--- config.mk ---
export PLATFORM = sky130hd
export DESIGN_NAME = johnson_phase_sequencer
export DESIGN_NICKNAME = d
export VERILOG_FILES = /design/src/rtl/johnson_phase_sequencer.sv
export SDC_FILE = /design/constraint.sdc
export NUM_CORES = 1
export LEC_CHECK = 0
export BUFFER_PORTS_ARGS = -buffer_cell sky130_fd_sc_hd__buf_2
export CORE_UTILIZATION = 30
export CTS_CLUSTER_SIZE = 28
export DETAILED_ROUTE_END_ITERATION = 10
export PLACE_DENSITY = 0.56
export SYNTH_ARGS = -nofsm -noshare
export SYNTH_HDL_FRONTEND = slang
export SYNTH_SLANG_ARGS = --single-unit
--- constraint.sdc ---
create_clock -name CLK -period 6.3 [get_ports CLK]
set_input_delay 0 -clock CLK [delete_from_list [all_inputs] [get_ports CLK]]
set_output_delay 0 -clock CLK [all_outputs]
set_load 0.01 [all_outputs]
--- src/rtl/johnson_phase_sequencer.sv ---
// Johnson-counter phase sequencer: drives an N-stage Johnson ring through its
// 2N states and publishes the raw state, a one-hot phase decode and a binary
// phase index. Supports free-run, counted bursts, single-step, pause, stop and
// validated direct load, with recovery from non-Johnson (upset) states.
module johnson_phase_sequencer #(
  parameter int N  = 4,
  parameter int CW = 8,
  parameter int IW = $clog2(2 * N)
) (
  input  logic            CLK,
  input  logic            ASYNCRESETN,
  input  logic            START,
  input  logic [CW-1:0]   CNT,
  input  logic            STOP,
  input  logic            PAUSE,
  input  logic            STEP,
  input  logic            LOAD,
  input  logic [N-1:0]    LOAD_VAL,
  output logic [N-1:0]    O,
  output logic [2*N-1:0]  PHASE,
  output logic [IW-1:0]   IDX,
  output logic            BUSY,
  output logic            DONE,
  output logic            ERR
);

  typedef enum logic {
    ST_IDLE = 1'b0,
    ST_RUN  = 1'b1
  } state_t;

  state_t           state_q, state_d;
  logic [N-1:0]     o_q, o_d;
  logic [CW-1:0]    rem_q, rem_d;
  logic             done_q, done_d;
  logic             err_q, err_d;
  logic             o_legal_s;
  logic [IW-1:0]    idx_s;

  // A Johnson code has at most one boundary between adjacent bits of
  // differing value (0..01..1 or 1..10..0); anything else is illegal.
  function automatic logic is_johnson(input logic [N-1:0] v);
    int edges;
    edges = 0;
    for (int i = 0; i < N - 1; i++) begin
      if (v[i] != v[i+1]) begin
        edges++;
      end
    end
    return (edges <= 1);
  endfunction

  // One Johnson advance: shift left, feeding back the inverted MSB.
  function automatic logic [N-1:0] johnson_next(input logic [N-1:0] v);
    return {v[N-2:0], ~v[N-1]};
  endfunction

  // Phase index: filling half counts ones, draining half counts down from 2N.
  function automatic logic [IW-1:0] phase_index(input logic [N-1:0] v);
    int pop;
    pop = 0;
    for (int i = 0; i < N; i++) begin
      if (v[i]) begin
        pop++;
      end
    end
    if (v[N-1]) begin
      return IW'(2 * N - pop);
    end else begin
      return IW'(pop);
    end
  endfunction

  // Legality of the held state, used to catch upsets before advancing.
  always_comb begin
    o_legal_s = is_johnson(o_q);
  end

  // Next-state logic with LOAD > STOP > START > STEP priority.
  always_comb begin
    state_d = state_q;
    o_d     = o_q;
    rem_d   = rem_q;
    done_d  = 1'b0;
    err_d   = err_q;
    if (LOAD) begin
      if (is_johnson(LOAD_VAL)) begin
        o_d = LOAD_VAL;
      end else begin
        o_d   = '0;
        err_d = 1'b1;
      end
    end else if (STOP) begin
      state_d = ST_IDLE;
      rem_d   = '0;
    end else begin
      case (state_q)
        ST_IDLE: begin
          if (START) begin
            // Burst is armed here; the first advance happens next cycle.
            state_d = ST_RUN;
            rem_d   = CNT;
          end else if (STEP) begin
            if (o_legal_s) begin
              o_d = johnson_next(o_q);
            end else begin
              o_d   = '0;
              err_d = 1'b1;
            end
          end else begin
            o_d = o_q;
          end
        end
        ST_RUN: begin
          if (!o_legal_s) begin
            // Upset recovery takes the cycle; burst bookkeeping is held.
            o_d   = '0;
            err_d = 1'b1;
          end else if (PAUSE) begin
            o_d = o_q;
          end else begin
            o_d = johnson_next(o_q);
            if (rem_q == CW'(1)) begin
              state_d = ST_IDLE;
              rem_d   = '0;
              done_d  = 1'b1;
            end else if (rem_q != '0) begin
              rem_d = rem_q - CW'(1);
            end else begin
              // Zero remaining means free-run: keep going until STOP.
              rem_d = rem_q;
            end
          end
        end
        default: begin
          state_d = ST_IDLE;
          rem_d   = '0;
        end
      endcase
    end
  end

  // State, counter, burst and status registers.
  always_ff @(posedge CLK or negedge ASYNCRESETN) begin
    if (!ASYNCRESETN) begin
      state_q <= ST_IDLE;
      o_q     <= '0;
      rem_q   <= '0;
      done_q  <= 1'b0;
      err_q   <= 1'b0;
    end else begin
      state_q <= state_d;
      o_q     <= o_d;
      rem_q   <= rem_d;
      done_q  <= done_d;
      err_q   <= err_d;
    end
  end

  // Phase decode derived from the registered Johnson state.
  always_comb begin
    idx_s = phase_index(o_q);
    PHASE = {{(2 * N - 1){1'b0}}, 1'b1} << idx_s;
  end

  assign O    = o_q;
  assign IDX  = idx_s;
  assign BUSY = (state_q == ST_RUN);
  assign DONE = done_q;
  assign ERR  = err_q;

endmodule

# Yosys cells after proc, flatten, opt, wreduce, memory -nomap -nowiden
# Cells that the tools add are included.
# classes
add_sub_neg	9
magnitude_cmp	2
n_eq_ne	16
shifts	1
muxes	49
bitwise_logic	3
n_reduce_logical	4
# op_table
cell	n
two-way mux 32 bit	7
adder 32 x 2 -> 32 bit (second input constant)	4
less-or-equal comparator 32 x 2 -> 1 bit (second input constant)	2
two-way mux 8 bit	6
two-way mux 4 bit	8
two-way mux 1 bit	20
case mux 8 bit (2 select lines)	1
two-way mux 3 bit	4
!= test 3 bit (second input constant)	4
== test 8 x 1 -> 1 bit (second input constant)	1
case mux 4 bit (2 select lines)	1
AND reduction 4 bit	2
nonzero test 8 bit	1
<< shifter 1 x 3 -> 8 bit (first input constant)	1
subtractor 8 x 1 -> 8 bit (second input constant)	1
adder 3 x 2 -> 3 bit (second input constant)	2
!= test 1 bit	6
AND reduction 5 bit	1
!= test 4 x 2 -> 1 bit (second input constant)	1
!= test 4 bit (second input constant)	1
case mux 1 bit (2 select lines)	2
!= test 3 x 2 -> 1 bit (second input constant)	1
inverter 1 bit	3
subtractor 1 x 3 -> 3 bit (first input constant)	1
other kinds (3)	3
# totals
regBits	15
output_inout_bits	18
word_cells	89

# Longest topological paths before layout
# logic_depth
depth_word	13
depth_mapped	10
mapped_depth_nobuf	9

# Worst setup path before layout
# Ideal clock, no wire load.
# synth_path
kind	flip-flop to output port
start	register o_q[1] (netlist: O[1])
end	output PHASE[0]
t_arrival_ns	2.404
slack_ns	3.896
stages_incl_launch_ff	10
cell_sequence	dfrtp_1 -> inv_1 -> ha_1 -> xor2_1 -> ha_1 -> nor3b_1 -> o21ai_0 -> o211ai_1 -> a21oi_1 -> nor3b_1
# synth_via
elab_chain_len	8
# synth_rtl
item	line	text
start, declared	33	logic [N-1:0] o_q, o_d;
start signal, assigned	147	o_q <= '0;
start signal, assigned	153	o_q <= o_d;
two-way mux 3 bit *	63	if (v[i]) begin
adder 3 x 2 -> 3 bit	64	pop++;
two-way mux 3 bit *	63	
adder 3 x 2 -> 3 bit	64	
two-way mux 3 bit *	63	
subtractor 1 x 3 -> 3 bit	68	return IW'(2 * N - pop);
two-way mux 3 bit *	67	if (v[N-1]) begin
<< shifter 1 x 3 -> 8 bit *	163	PHASE = {{(2 * N - 1){1'b0}}, 1'b1} << idx_s;
end, declared	20	output logic [2*N-1:0] PHASE,
# Every way passes the cells marked *; elsewhere a longest branch is shown, timed or not.

# Worst setup path in the final report
# Same ends and word-level chain as after synthesis.

==> flow_summary.ini <==
[run_status]
status = completed

[detailed_routing]
post_drt_via_cell_ratio = 5.40
drt_iter0_markers = 89
ant_nets = 0
drc_errors = 0
post_drt_wl_per_cell_um = 13.3
firstDrtPassIters = 6
wl_mm = 3.14
vias = 1279

[global_route]
grt.total_usage_pct = 14.8
grt_max_degree = 16
overflow = 0
antenna_found_initial = 0
grt_pass1_wl_mm = 5.11
grt_pass1_vias = 1150

[worst_setup_path]
worstReg2RegStart = O[1]$_DFFE_PN0P_
crit_path_start = O[1]$_DFFE_PN0P_
cp.arrival_ns = 2.92
start_kind = flip-flop
crit_path_max_fanout = 9
critPathKind = flip-flop to primary output
cp.required_ns = 6.30
cp-end-kind = primary output

[die]
start_util_pct = 31.8
die_h_um = 67.9
coreArea_um2 = 4090
pin_count = 37
rows = 23
die_w_um = 67.9
die_area_um2 = 4600

[placement]
gp_congestion = 0.824
place_inst = 231
port_buffers = 36
dpl.hpwl_mm = 2.35
dp_slack_ns = 3.68

[final_layout]
layout.cells.most_common = buf_2
diodes = 0
final_cell_mix = buf_2 (36), inv_1 (17), dfrtp_1 (15)
fin_nets = 214
fill_cells = 433
drive_gt1_share_pct = 28.3
final_cells = 237
area_growth_pct = 21.7

[cts]
cts_made_buffers = 3
clock_sinks = 15
cts_root_buf = clkbuf_8
cts_max_path_buffers = 2
cts_tree = done
cts_htree_levels = 1
cts_hold_buf = 2
clkSlewWorstSetupHoldPaths_ns = 0.06
post_cts_resized = 0
post-cts-setup-buffers = 0
clkLatencyLatePin_ns = 0.25

[yosys]
netlist_instances = 149
synth_cell_types = 48
synth-edff-count = 0
yosys_most_used_dff = dfrtp_1
netlist_area_um2 = 1300
yosysWarnings = 0
syn_nets = 175
synth_top_cell_area_share_pct = 28.8
avgSynthCellArea_um2 = 8.73
yosysTopAreaCell = dfrtp_1
synth_seq_area_share_pct = 28.8
synth_top_cells_by_area = dfrtp_1 (29%), ha_1 (6.7%), inv_1 (4.9%)
synth-seq-cells = 15
postSynth.asyncResetShare_pct = 100

[sta]
min_period_ns = 2.92
tightestPinTransition_ns = 0.531
finClkSkew_ns = 0.00132
slew_headroom_pct = 64.6
period_share_pct = 46.4
setup_viol = 0
postLayoutSetupSlackWorst_ns = 3.38
drv_slew = 0
rsz0062_at_grt = false
tns_ns = 0
fmax_ghz = 0.342
hold_viol = 0

[hold_path]
worstHoldStart = START
hold_class = primary input to flip-flop

[power_and_ir_drop]
ir_drop_v = 0.000131
power.leakage_uw = 0.000765
cellPowerDensity_nw_per_um2 = 486

[run]
drv_cap = 0
flip-flops by register name, indices dropped and copies added, names as in the netlist:
signal / count
rem_q: 8
O: 4
BUSY: 1
DONE: 1
ERR: 1
cells in the mapped netlist, drive strengths merged, types with 4 or more instances:
master,count
nor3,4
nand3,4
inv,18
dfrtp,15
and3,4
nor2,10
a31oi,6
nand2,6
buf,4
xor2,4
ha,7
o31ai,8
nor3b,4
o21ai,9
a21oi,10
nor2b,4
logic make-up after synthesis:
kind of cell             Yosys count  synth area share (%)
flip-flops                        15                  28.8
adder cells (fa/ha/maj)            8                  7.50
AND/OR/NAND/NOR                   44                  19.3
AO/OA/AOI/OAI                     50                  29.0
multiplexers                       5                  4.13
buffers and inverters             22                  7.21
XOR/XNOR                           5                  3.94
power breakdown:
group	total, uW	internal [uW]	switching (uW)
Clock	80.8	43.9	36.9
Sequential	171	122	48.8
Combinational	519	212	307
Total	771	378	393
through the flow:
stage / power [uW] / utilization (%) / instance area [um2] / hold slack [ns]
3_3_place_gp: 692 / 37.1 / 1520 / -0.0662
6_report: 771 / 38.8 / 1580 / 0.0275
2_1_floorplan: 551 / - / 1300 / -0.296
4_1_cts: 775 / 38.8 / 1580 / 0.0250
3_5_place_dp: 690 / 37.1 / 1520 / -0.0638
5_1_grt: 857 / 38.8 / 1580 / 0.0453
worst max-delay path, stage by stage (launching register included):
cell      delay [ns]
dfrtp_1         0.42
inv_1           0.09
ha_1            0.37
xor2_1          0.22
ha_1            0.27
nor3b_1         0.15
o21ai_0         0.17
o211ai_1        0.10
a21oi_1         0.46
nor3b_1         0.25
buf_2           0.16
area by class of cell:
type / instances / area [um2] / share of cell area, %
clock inverter: 1 / 5.00 / 0.316
tap: 50 / 62.6 / 3.95
sequential: 15 / 375 / 23.7
multi-input combinational: 112 / 832 / 52.5
timing repair buffer: 38 / 200 / 12.6
inverter: 18 / 67.6 / 4.27
clock buffer: 3 / 41.3 / 2.61
routing by layer:
layer	vias to the layer above	track usage, %	wire (um)
li1	625	-	-
met5	-	0	0
met3	4	2.33	220
met2	62	24.1	1420
met1	588	18.9	1470
met4	0	7.29	34
path summary, 6_finish.rpt:
| check | end | slack (ns) | depth (start not counted) |
|---|---|---|---|
| max in group asynchronous | O[2]$_DFFE_PN0P_ | 5.84 | 2 |
| max | PHASE[0] | 3.38 | 10 |
| max reg2reg | O[3]$_DFFE_PN0P_ | 3.75 | 8 |
| min | BUSY$_DFFE_PN0N_ | 0.03 | 3 |
| min reg2reg | ERR$_DFFE_PN0P_ | 0.48 | 1 |
| min in group asynchronous | rem_q[2]$_DFFE_PN0P_ | 0.19 | 2 |
Note: power is estimated with default switching activity, not from simulation.
